$ cat src/rtl/hazard_pkg.sv
// Shared opcode-group encoding and operand-usage decode for the hazard unit.
package hazard_pkg;

  localparam logic [2:0] OPG_LOAD   = 3'b000;
  localparam logic [2:0] OPG_IMM    = 3'b001;
  localparam logic [2:0] OPG_STORE  = 3'b010;
  localparam logic [2:0] OPG_RTYPE  = 3'b011;
  localparam logic [2:0] OPG_BRANCH = 3'b110;

  function automatic logic uses_rs1(input logic [2:0] grp);
    return (grp == OPG_LOAD) || (grp == OPG_IMM) || (grp == OPG_STORE) ||
           (grp == OPG_RTYPE) || (grp == OPG_BRANCH);
  endfunction

  function automatic logic uses_rs2(input logic [2:0] grp);
    return (grp == OPG_STORE) || (grp == OPG_RTYPE) || (grp == OPG_BRANCH);
  endfunction

endpackage

$ cat src/rtl/hazard_unit_sat_counter.sv
// Saturating up-counter with synchronous active-high clear; holds at all-ones.
module sat_counter #(
  parameter int WIDTH = 16
) (
  input  logic             clk,
  input  logic             reset,
  input  logic             inc,
  output logic [WIDTH-1:0] count
);

  logic [WIDTH-1:0] r_count;

  always_ff @(posedge clk) begin
    if (reset) begin
      r_count <= '0;
    end else if (inc && (r_count != {WIDTH{1'b1}})) begin
      r_count <= r_count + 1'b1;
    end
  end

  assign count = r_count;

endmodule

$ cat src/rtl/hazard_unit.sv
// Load-use hazard detection and branch-flush steering for the 5-stage core,
// with saturating stall/flush event counters.
module hazard_unit
  import hazard_pkg::*;
#(
  parameter int CNT_W = 16
) (
  input  logic             clk,
  input  logic             reset,
  input  logic [6:0]       ifid_opcode,
  input  logic [4:0]       ifid_rs1,
  input  logic [4:0]       ifid_rs2,
  input  logic [4:0]       ifid_rd,
  input  logic             mem_branch_taken,
  output logic             hazard_mux,
  output logic             pc_write,
  output logic             ifid_write,
  output logic             ifid_flush,
  output logic             idex_flush,
  output logic             exmem_flush,
  output logic [CNT_W-1:0] stall_cnt,
  output logic [CNT_W-1:0] flush_cnt
);

  logic       r_idex_load_q;
  logic [4:0] r_idex_rd_q;

  logic [2:0] w_group;
  logic       w_is_load;
  logic       w_load_use;
  logic       w_stall;
  logic       w_flush;
  logic       w_unused_opc;

  assign w_group      = ifid_opcode[6:4];
  assign w_unused_opc = ^ifid_opcode[3:0];
  assign w_is_load    = (w_group == OPG_LOAD);

  assign w_load_use = r_idex_load_q && (r_idex_rd_q != 5'd0) &&
                      ((uses_rs1(w_group) && (r_idex_rd_q == ifid_rs1)) ||
                       (uses_rs2(w_group) && (r_idex_rd_q == ifid_rs2)));

  // Reset masks both events so the steering outputs fall back to normal flow.
  assign w_flush = mem_branch_taken && !reset;
  assign w_stall = w_load_use && !mem_branch_taken && !reset;

  assign hazard_mux  = w_stall;
  assign pc_write    = !w_stall;
  assign ifid_write  = !w_stall;
  assign ifid_flush  = w_flush;
  assign idex_flush  = w_flush;
  assign exmem_flush = w_flush;

  // Shadow of the ID/EX slot; a bubble or flushed slot is never a load.
  always_ff @(posedge clk) begin
    if (reset) begin
      r_idex_load_q <= 1'b0;
      r_idex_rd_q   <= 5'd0;
    end else begin
      r_idex_load_q <= w_is_load && !w_stall && !w_flush;
      r_idex_rd_q   <= ifid_rd;
    end
  end

  sat_counter #(.WIDTH(CNT_W)) u_stall_cnt (
    .clk   (clk),
    .reset (reset),
    .inc   (w_stall),
    .count (stall_cnt)
  );

  sat_counter #(.WIDTH(CNT_W)) u_flush_cnt (
    .clk   (clk),
    .reset (reset),
    .inc   (w_flush),
    .count (flush_cnt)
  );

endmodule

$ cat config.mk
export PLATFORM = sky130hd
export DESIGN_NAME = hazard_unit
export DESIGN_NICKNAME = d
export VERILOG_FILES = /design/src/rtl/hazard_pkg.sv /design/src/rtl/hazard_unit_sat_counter.sv /design/src/rtl/hazard_unit.sv
export SDC_FILE = /design/constraint.sdc
export NUM_CORES = 1
export LEC_CHECK = 0
export BUFFER_PORTS_ARGS = -buffer_cell sky130_fd_sc_hd__buf_2
export CORE_MARGIN = 1
export CORE_UTILIZATION = 55
export CTS_CLUSTER_SIZE = 30
export DETAILED_ROUTE_END_ITERATION = 6
export PLACE_DENSITY = 0.85
export RECOVER_POWER = 50
export SETUP_SLACK_MARGIN = 0.05
export SLEW_MARGIN = 30
export SYNTH_ARGS = -nofsm -noshare
export SYNTH_HDL_FRONTEND = slang
export SYNTH_SLANG_ARGS = --single-unit
$ cat constraint.sdc
create_clock -name clk -period 5.3 [get_ports clk]
set_clock_uncertainty 0.15 [all_clocks]
set_input_delay 0.265 -clock clk [delete_from_list [all_inputs] [get_ports clk]]
set_output_delay 0.265 -clock clk [all_outputs]
set_load 0.03 [all_outputs]
**Yosys cells after proc, flatten, opt, wreduce, memory -nomap -nowiden**

Index checks and enable logic that the tools add are counted.

- Add/sub/neg operators: 2
- Equality and inequality tests: 8
- Reductions and logical operators: 24

Operators with widths:

| operator | count |
|---|---|
| 16-bit by 1-bit adder with 16-bit output (second input constant) | 2 |
| 16-bit inequality test (second input constant) | 2 |
| 1-bit logical AND | 11 |
| 5-bit equality test | 2 |
| 1-bit logical OR | 7 |
| 3-bit by 2-bit equality test with 1-bit output (second input constant) | 2 |
| 5-bit nonzero test | 1 |
| 1-bit logical NOT | 4 |
| 3-bit by 1-bit equality test with 1-bit output (second input constant) | 1 |
| 3-bit equality test (second input constant) | 1 |
| 3-bit logical NOT | 1 |

- Register bits: 38
- Input port bits: 25
- Output and inout bits: 38

**Longest topological paths before layout**

Gate-level depths: netlist of run 1.

- Depth after elaboration: 13
- Gate-level depth with buffers: 7
- Depth with buffers taken out: 6

**Cells and area by module**

A second synthesis of run 1 with hierarchy kept.

- Cell total of the unflattened synthesis: 237
- Area, all modules: 2,070.7 um2

By module, submodules not included:

| module | instances | cells each | area an instance (um2) |
|---|---|---|---|
| sat_counter | 2 | 99 | 848.3 |
| hazard_unit | 1 | 39 | 374.1 |

**Worst setup path before layout of run 1**

OpenSTA, ideal clock, no wires.

- Path kind: reg2reg
- From: register u_stall_cnt.r_count[0], in the netlist u_stall_cnt.count[0]
- To: register u_stall_cnt.r_count[8], in the netlist u_stall_cnt.count[8]
- Data arrival time: 2,049 ps
- Data required time: 5,027 ps
- Slack: 2,978 ps
- Stages on the path, launching flop included: 8
- Path buffers: 1
- Period minus slack after synthesis: 2,322 ps
- Path through: dfxtp_1 ha_1 nand3_1 or4_4 nand2_4 buf_6 nor4_1 mux2_1

- Word-level cells in the longest chain between the ends: 2
- Elaborated cells on any way between the ends: 3
- Those cells by class: add/sub: 1; eq/ne: 1; reduce/logical: 1

RTL lines:

| item | RTL line | text |
|---|---|---|
| start: declaration | hazard_unit_sat_counter.sv:11 | `logic [WIDTH-1:0] r_count;` |
| start signal: assignment | hazard_unit_sat_counter.sv:17 | `r_count <= r_count + 1'b1;` |
| branches (longest 2 deep; another with 16-bit by 1-bit adder with 16-bit output) | -- |  |

Several ways; the timed one is not identified.
A chain may end at the register's enable or synchronous reset.

**Worst setup path in the final report of run 1**

- From: input port reset
- To: output port hazard_mux

- Word-level cells in the longest chain between the ends: 2

RTL lines:

| item | RTL line | text |
|---|---|---|
| start: declaration | hazard_unit.sv:9 | `input logic reset,` |
| 1-bit logical NOT | hazard_unit.sv:45 | `assign w_stall = w_load_use && !mem_branch_taken && !reset;` |
| 1-bit logical AND | hazard_unit.sv:45 |  |
| end: declaration | hazard_unit.sv:15 | `output logic hazard_mux,` |

No other way between the ends.

==> results of run 1 <==
==> registers in the layout, indices dropped and copies added (netlist names) <==
| register | count |
|---|---|
| r_idex_load_q | 1 |
| r_idex_rd_q | 5 |
| u_flush_cnt.count | 16 |
| u_stall_cnt.count | 16 |
==> placed cells by master (no fill, tap or decap), types with 7 or more instances in the layout <==
cell	n
nand2_1	10
nor2b_1	9
clkbuf_1	33
xnor2_1	12
and3_1	7
a21oi_1	13
dfxtp_1	38
nor2_1	23
xor2_1	9
nand3_1	12
nand4_1	8
buf_2	25
o21ai_0	7
==> area by class of cell <==
cell class / count / share of cell area, %
flip-flops and latches: 38 / 32.4
repair buffers: 58 / 10.6
inverters: 7 / 1.12
well taps: 46 / 2.45
multi-input cells: 173 / 49.9
clock buffers: 6 / 3.52
==> per-stage QoR <==
step	worst slack (ps)	utilization, %
after floorplan	2980	-
after global placement	3100	67.0
after detailed placement	3020	67.0
after CTS	2990	69.4
after global routing	2420	68.2
final	2620	68.2
==> routing by layer <==
metal	routed length (µm)	global-route usage [%]
met2	2110	39.3
met3	172	5.47
met1	1900	26.4
met5	0	0
met4	80	10.8
==> worst min-delay path by stage <==
stage | to | from | cells past startpoint | slack [ps]
after CTS | r_idex_rd_q[4] | ifid_rd[4] | 2 | 30
after global routing | r_idex_rd_q[2] | ifid_rd[2] | 2 | 40
after floorplan | r_idex_rd_q[0] | ifid_rd[0] | 1 | 240
final | r_idex_rd_q[3] | ifid_rd[3] | 2 | 30
after detailed placement | r_idex_rd_q[4] | ifid_rd[4] | 2 | 330
after global placement | u_flush_cnt.count[6] | u_flush_cnt.count[6] | 1 | 320
==> logic make-up (layout without fill, tap and decap cells) <==
| logic type | count (synthesis) | in the layout | synth area share, % |
|---|---|---|---|
| AOI/OAI and AO/OA | 47 | 47 | 16.3 |
| DFF | 38 | 38 | 37.6 |
| and+or+nand+nor | 98 | 98 | 28.3 |
| buffers and inverters | 18 | 71 | 4.63 |
| muxes | 5 | 5 | 2.90 |
| xor gates and xnor gates | 21 | 21 | 9.09 |
| adders and majority gates | 2 | 2 | 1.24 |
==> worst max-delay path, cell delays in order <==
cell      delay [ps]
clkbuf_1        1140
nor2_1           190
o211a_2          290
nand2_1          140
inv_2             50
buf_2            170
==> report_power, final <==
part	switching, mW	leakage, nW	internal [mW]
clock network	0.0966	0.0431	0.100
registers	0.00426	0.308	0.289
logic	0.0267	0.469	0.0170
total	0.128	0.820	0.406
==> impl_metrics.ini, run 1 <==
[sta]
period_share_pct = 50.6
tightestPinTransition_ps = 1620
setup_viol = 0
slew_violations = 40
timing.fmax_mhz = 373
hold_viol = 0
maxSlewHeadroom_pct = -7.71
grt_setup_unrepaired = no
hold_ws_ps = 34.8
setup_tns_ps = 0
period_minus_slack_ps = 2680

[synthesis]
synth_edf_count = 0
syn-cell-area_um2 = 2020
synth_area_leaders = dfxtp_1, xnor2_1, nor2_1, xor2_1, a21oi_1
ys.flop_type = dfxtp_1
synth.ff_latch_count = 38
synth.avg_cell_area_um2 = 8.84
yosysSeqAreaShare_pct = 37.6
yosysMostFrequentCell = dfxtp_1
synth_common_cells = dfxtp_1, nor2_1, a21oi_1
synth_fp_nets = 256
yosysUniqueCellTypes = 48
yosys.area.top_type = dfxtp_1
synthArstFlopShare_pct = 0
syn_inst = 229
synth_warnings = 0
synth_top_cell_area_share_pct = 37.6

[floorplanning]
dieArea_um2 = 3930
rows = 21
io_pins = 63
core_area_um2 = 3440
die_y_um = 62.7
start_util_pct = 58.8
die_x_um = 62.7

[setup_path]
critPathLaunch = reset
worstReg2RegStart = u_flush_cnt.count[0]
r2r_cells = 6
critPathCaptureType = primary output
critPathKind = in -> out
r2r_setup_slack_ps = 3100
cp.arrival_ps = 2260
path_max_fanout = 39
start_kind = primary input
endpoint = hazard_mux
r2r_end = u_flush_cnt.count[14]
required_ps = 4890

[cts]
cts-root-buf = clkbuf_8
clkLatencyLatePin_ps = 290
holdBufCountCts = 0
tritoncts = built
post_cts_buffers = 0
cts_max_path_buffers = 2
clk_pin_slew_ps = 70
cts_resized = 0
cts_buffers = 5
htreeDepth = 2
cts.sinks = 38

[cells_and_area]
fillers = 333
stdcell_count = 328
diodes = 0
multi_input_area_um2 = 1170
seq_area_um2 = 761
area_growth_pct = 15.9
final_nets = 310
fin_area_um2 = 2350
drive_above_1_share_pct = 14.5

[status]
violations = max-capacitance violations, max-slew violations
status = complete, but fails checks

[placed_design]
place_area_um2 = 2300
portBuffers = 58
place_inst = 322
dp_hpwl_um = 3080
gp_congestion = 0.837

[route]
postRouteAntennaNets = 0
drc = 0
first_pass_iters = 4
vias = 1880
vias_per_cell = 5.73
drt_iter0_markers = 122
wire_per_inst_um = 13.0
routed_wl_um = 4260

[global_routing]
grt_util_all_layers_pct = 22.8
antenna_found_initial = 0
grt_overflow = 0
grt_start_max_net_pins = 40
grt_pass1_vias = 1663
grt_pass1_wl_um = 7130

[pwr]
power_density_nw_per_um2 = 228
ir_drop_v = 0.000201
p_total_uw = 534
p_leak_nw = 0.820

[worst_hold_path]
hold_path_class = in -> reg

[flow_run]
max-cap-violations = 1
Note: power is estimated with default switching activity, not from simulation.
==> inputs of run 2 (changes only) <==
- CORE_UTILIZATION: 55 -> 46
- PLACE_DENSITY: 0.85 -> 0.76
- clock period: 5.3 -> 2.25 ns (I/O delays scaled with it)
==> impl_metrics.ini, run 2 (same netlist as run 1, synthesis figures left out) <==
[cts]
clk_pin_slew_ps = 70
cts_max_path_buffers = 2
htreeDepth = 2
tritoncts = built
cts_buffers = 5
cts-root-buf = clkbuf_8
clkLatencyLatePin_ps = 280
cts.sinks = 38
post_cts_buffers = 0

[setup_path]
critPathKind = reg -> out
start_kind = register
r2r_end = u_stall_cnt.count[8]
critPathCaptureType = primary output
r2r_setup_slack_ps = 150
required_ps = 1990
r2r_cells = 5
critPathMaxStageDelay_ps = 590
critPathLaunch = r_idex_rd_q[1]
cp.arrival_ps = 1860
worstReg2RegStart = r_idex_rd_q[4]
worstPathCellList = or4_1 -> o211a_4 -> nand2_1 -> buf_2
crit_slowest_cell = or4_1
path_max_fanout = 7

[sta]
setup_viol = 0
hold_viol = 0
setup_tns_ps = 0
slew_violations = 0
tightestPinTransition_ps = 535
hold_ws_ps = 35.6
maxSlewHeadroom_pct = 63.4
setup_ws_ps = 128
period_share_pct = 94.3
timing.fmax_mhz = 471
period_minus_slack_ps = 2120
grt_setup_unrepaired = yes

[route]
postRouteAntennaNets = 0
routed_wl_um = 4560
vias = 1905
first_pass_iters = 4
drc = 0
drt_iter0_markers = 79
vias_per_cell = 5.54
wire_per_inst_um = 13.3

[floorplanning]
dieArea_um2 = 4670
die_y_um = 68.3
rows = 23
io_pins = 63
die_x_um = 68.3
start_util_pct = 49.2
core_area_um2 = 4120

[pwr]
power_density_nw_per_um2 = 510
p_total_mw = 1.26
p_leak_nw = 0.881
ir_drop_v = 0.000353

[placed_design]
portBuffers = 58
preCtsSetupSlack_ps = 185
gp_congestion = 0.827
dp_hpwl_um = 3290
place_inst = 333

[cells_and_area]
final_common_cell = dfxtp_1
area_growth_pct = 22.1
diodes = 0
fillers = 390
final_cell_mix = dfxtp_1, clkbuf_1, buf_2
stdcell_count = 344
drive_above_1_share_pct = 18.0
final_nets = 322

[global_routing]
grt_overflow = 0
grt_pass1_wl_um = 6950
antenna_found_initial = 0
grt_pass1_vias = 1602
grt_util_all_layers_pct = 19.6
grt_start_max_net_pins = 24

[flow_run]
max-cap-violations = 0

[worst_hold_path]
holdPathStages = 3
min_from = ifid_opcode[6]
hold_path_class = in -> reg
min_to = r_idex_load_q

[status]
status = finished, final reports clean
-- run 2: how the worst max path moves through the flow --
stage	to	slack [ps]	depth (start not counted)
after floorplan	u_stall_cnt.count[8]	70	7
after global placement	u_stall_cnt.count[8]	230	5
after detailed placement	u_stall_cnt.count[8]	180	5
after CTS	ifid_write	90	4
after global routing	u_stall_cnt.count[8]	50	5
final	ifid_write	130	4
-- run 2: routing by layer --
metal / GRT usage (%) / vias to the layer above / wire length, µm
li1: - / 969 / -
met1: 24.2 / 889 / 2090
met2: 33.1 / 42 / 2250
met3: 4.50 / 5 / 194
met4: 6.77 / 0 / 28
met5: 0 / - / 0
-- run 2: area by class of cell --
class	count	area, µm²	share of cell area (%)
clock buffers	6	82.6	3.34
inverters	7	26.3	1.06
flip-flops and latches	38	766	31.0
well taps	50	62.6	2.53
repair buffers	70	352	14.2
multi-input cells	173	1180	47.9
-- run 2: timing repair --
| action | in CTS | in global routing |
|---|---|---|
| hold buffers | 5 | 0 |
| endpoints found under the setup margin | 0 | 3 |
| resized for setup | 0 | 2 |
| hold endpoints to repair | 5 | 0 |
-- run 2: stage by stage --
stage / utilization, % / area [µm²]
finish: 60.1 / 2470
global route: 60.1 / 2470
CTS: 60.7 / 2500
detailed placement: 57.5 / 2370
global placement: 57.5 / 2370
floorplan: - / 2030
-- run 2: report_power, final --
part           switching [mW]  internal, mW  leakage, nW
clock                   0.220         0.236       0.0431
sequential             0.0102         0.681        0.310
combinational          0.0665        0.0476        0.528
-- run 2: worst max-delay path, delay by kind of cell (launching register included) --
kind,cells,cell delay [ps]
AO/OA/AOI/OAI,1,300
buffers and inverters,1,220
flip-flops,1,340
AND/OR/NAND/NOR,2,720
==> inputs of run 3 (changes only) <==
- CORE_UTILIZATION: 46 -> 51
- PLACE_DENSITY: 0.76 -> 0.8
- clock period: 2.25 -> 2 ns (I/O delays scaled with it)
==> impl_metrics.ini, run 3 (same netlist as run 1, synthesis figures left out) <==
[sta]
tightestPinTransition_ps = 403
hold_viol = 0
maxSlewHeadroom_pct = 73.3
setup_viol = 13
slew_violations = 0
setup_ws_ps = -116
grt_setup_unrepaired = yes
timing.fmax_mhz = 473
period_minus_slack_ps = 2120
period_share_pct = 106

[setup_path]
worstPathCellList = or4_4 -> o211a_4 -> buf_6 -> nand2_4 -> inv_2 -> buf_6
critPathLaunch = r_idex_rd_q[4]
r2r_cells = 8
critPathMaxStageDelay_ps = 530
critPathKind = reg -> out
critPathCaptureType = primary output
cpMostUsedCell = buf_6
worstReg2RegStart = r_idex_rd_q[4]
r2r_end = u_stall_cnt.count[0]
r2r_setup_slack_ps = -60
start_kind = register
cp.arrival_ps = 1870
crit_slowest_cell = or4_4
cp.depth = 6
endpoint = hazard_mux
path_max_fanout = 4
required_ps = 1750
critical_path.top_delay_family = simple AND/OR/NAND/NOR gates
crit_buf_inv = 3

[route]
postRouteAntennaNets = 0
routed_wl_um = 6210
vias = 2136
drt_iter0_markers = 137
drc = 0
wire_per_inst_um = 16.9
first_pass_iters = 4
vias_per_cell = 5.80

[pwr]
power_density_nw_per_um2 = 556
p_total_mw = 1.71
p_leak_nw = 1.21
ir_drop_v = 0.000440

[cells_and_area]
final_core_util_pct = 82.2
fin_area_um2 = 3080
multi_input_area_um2 = 1420
final_nets = 346
diodes = 0
stdcell_count = 368
area_growth_pct = 51.9
drive_above_1_share_pct = 44.4
final_common_cell = buf_2
final_cell_mix = buf_2, clkbuf_1, nor2_1
fillers = 235
seq_area_um2 = 823

[cts]
cts_max_path_buffers = 2
cts.sinks = 38
htreeDepth = 2
tritoncts = built
clkLatencyLatePin_ps = 300
cts_buffers = 5
clk_pin_slew_ps = 70
cts-root-buf = clkbuf_8

[status]
violations = negative setup slack
status = complete, but fails checks

[global_routing]
grt_start_max_net_pins = 30
grt_overflow = 0
grt_pass1_wl_um = 8290
antenna_found_initial = 0
grt_util_all_layers_pct = 26.0
grt_pass1_vias = 1815

[floorplanning]
core_area_um2 = 3740
start_util_pct = 54.1
io_pins = 63
dieArea_um2 = 4230
die_y_um = 65.0
die_x_um = 65.0
rows = 22

[placed_design]
dp_hpwl_um = 3390
portBuffers = 58
place_inst = 338
place_area_um2 = 2540
gp_congestion = 0.855
preCtsSetupSlack_ps = -21.0

[worst_hold_path]
hold_path_class = in -> reg

[flow_run]
max-cap-violations = 0
==> run 3: changes by cell type in the layout (fill, tap and decap cells not counted), moves of 6 or more <==
cell / previous run / this run
dfxtp_1: 34 / 10
buf_6: 0 / 15
dfxtp_2: 4 / 17
buf_4: 7 / 19
dfxtp_4: 0 / 11
clkbuf_1: 33 / 24
buf_2: 25 / 31
==> run 3: worst register-to-register path, stage by stage (launching register included) <==
cell      delay [ps]
dfxtp_4          370
buf_6            120
xor2_2           180
nor4_4           200
o2bb2a_4         230
buf_6            140
buf_6            130
or3_1            350
a21oi_1          120
==> run 3: layout make-up <==
type,instances,area share [%]
Clock buffer,7,3.50
Clock inverter,1,0.976
Inverter,7,0.854
Multi-Input combinational cell,173,46.2
Sequential cell,38,26.8
Tap cell,48,1.95
Timing Repair Buffer,94,19.7
==> run 3: timing repair <==
item / 4_1_cts / 5_1_grt
endpoints found under the hold margin: 5 / 0
setup endpoints to repair: 11 / 23
pin swaps: 5 / 19
setup buffers: 5 / 12
hold buffers: 5 / 0
resized for setup: 13 / 47
==> run 3: power breakdown <==
group | switching, mW | internal, mW
sequential | 0.0129 | 0.754
clock | 0.291 | 0.482
combinational | 0.0958 | 0.0756
==> run 3: metal layers <==
metal,vias up,global-route usage [%],part of all wire [%]
met1,1020,29.4,39
met3,23,5.99,4.1
met5,-,0,0
li1,1024,-,-
met2,69,45.6,53
met4,0,12.2,4.2
==> run 3: worst min-delay path by stage <==
stage,startpoint,end,slack [ps],depth (start not counted)
after floorplan,ifid_rd[0],r_idex_rd_q[0],80,1
after global placement,ifid_rd[1],r_idex_rd_q[1],160,2
after detailed placement,ifid_rd[4],r_idex_rd_q[4],170,2
after CTS,ifid_opcode[4],r_idex_load_q,7,3
after global routing,reset,r_idex_rd_q[1],20,3
final,reset,r_idex_rd_q[0],10,3
==> run 3: per-stage QoR <==
stage	setup TNS [ps]	hold WS, ps
finish	-582	10.8
global route	-1390	20.6
CTS	-118	7.26
detailed placement	-21.0	167
global placement	0	157
floorplan	-11.1	76.8
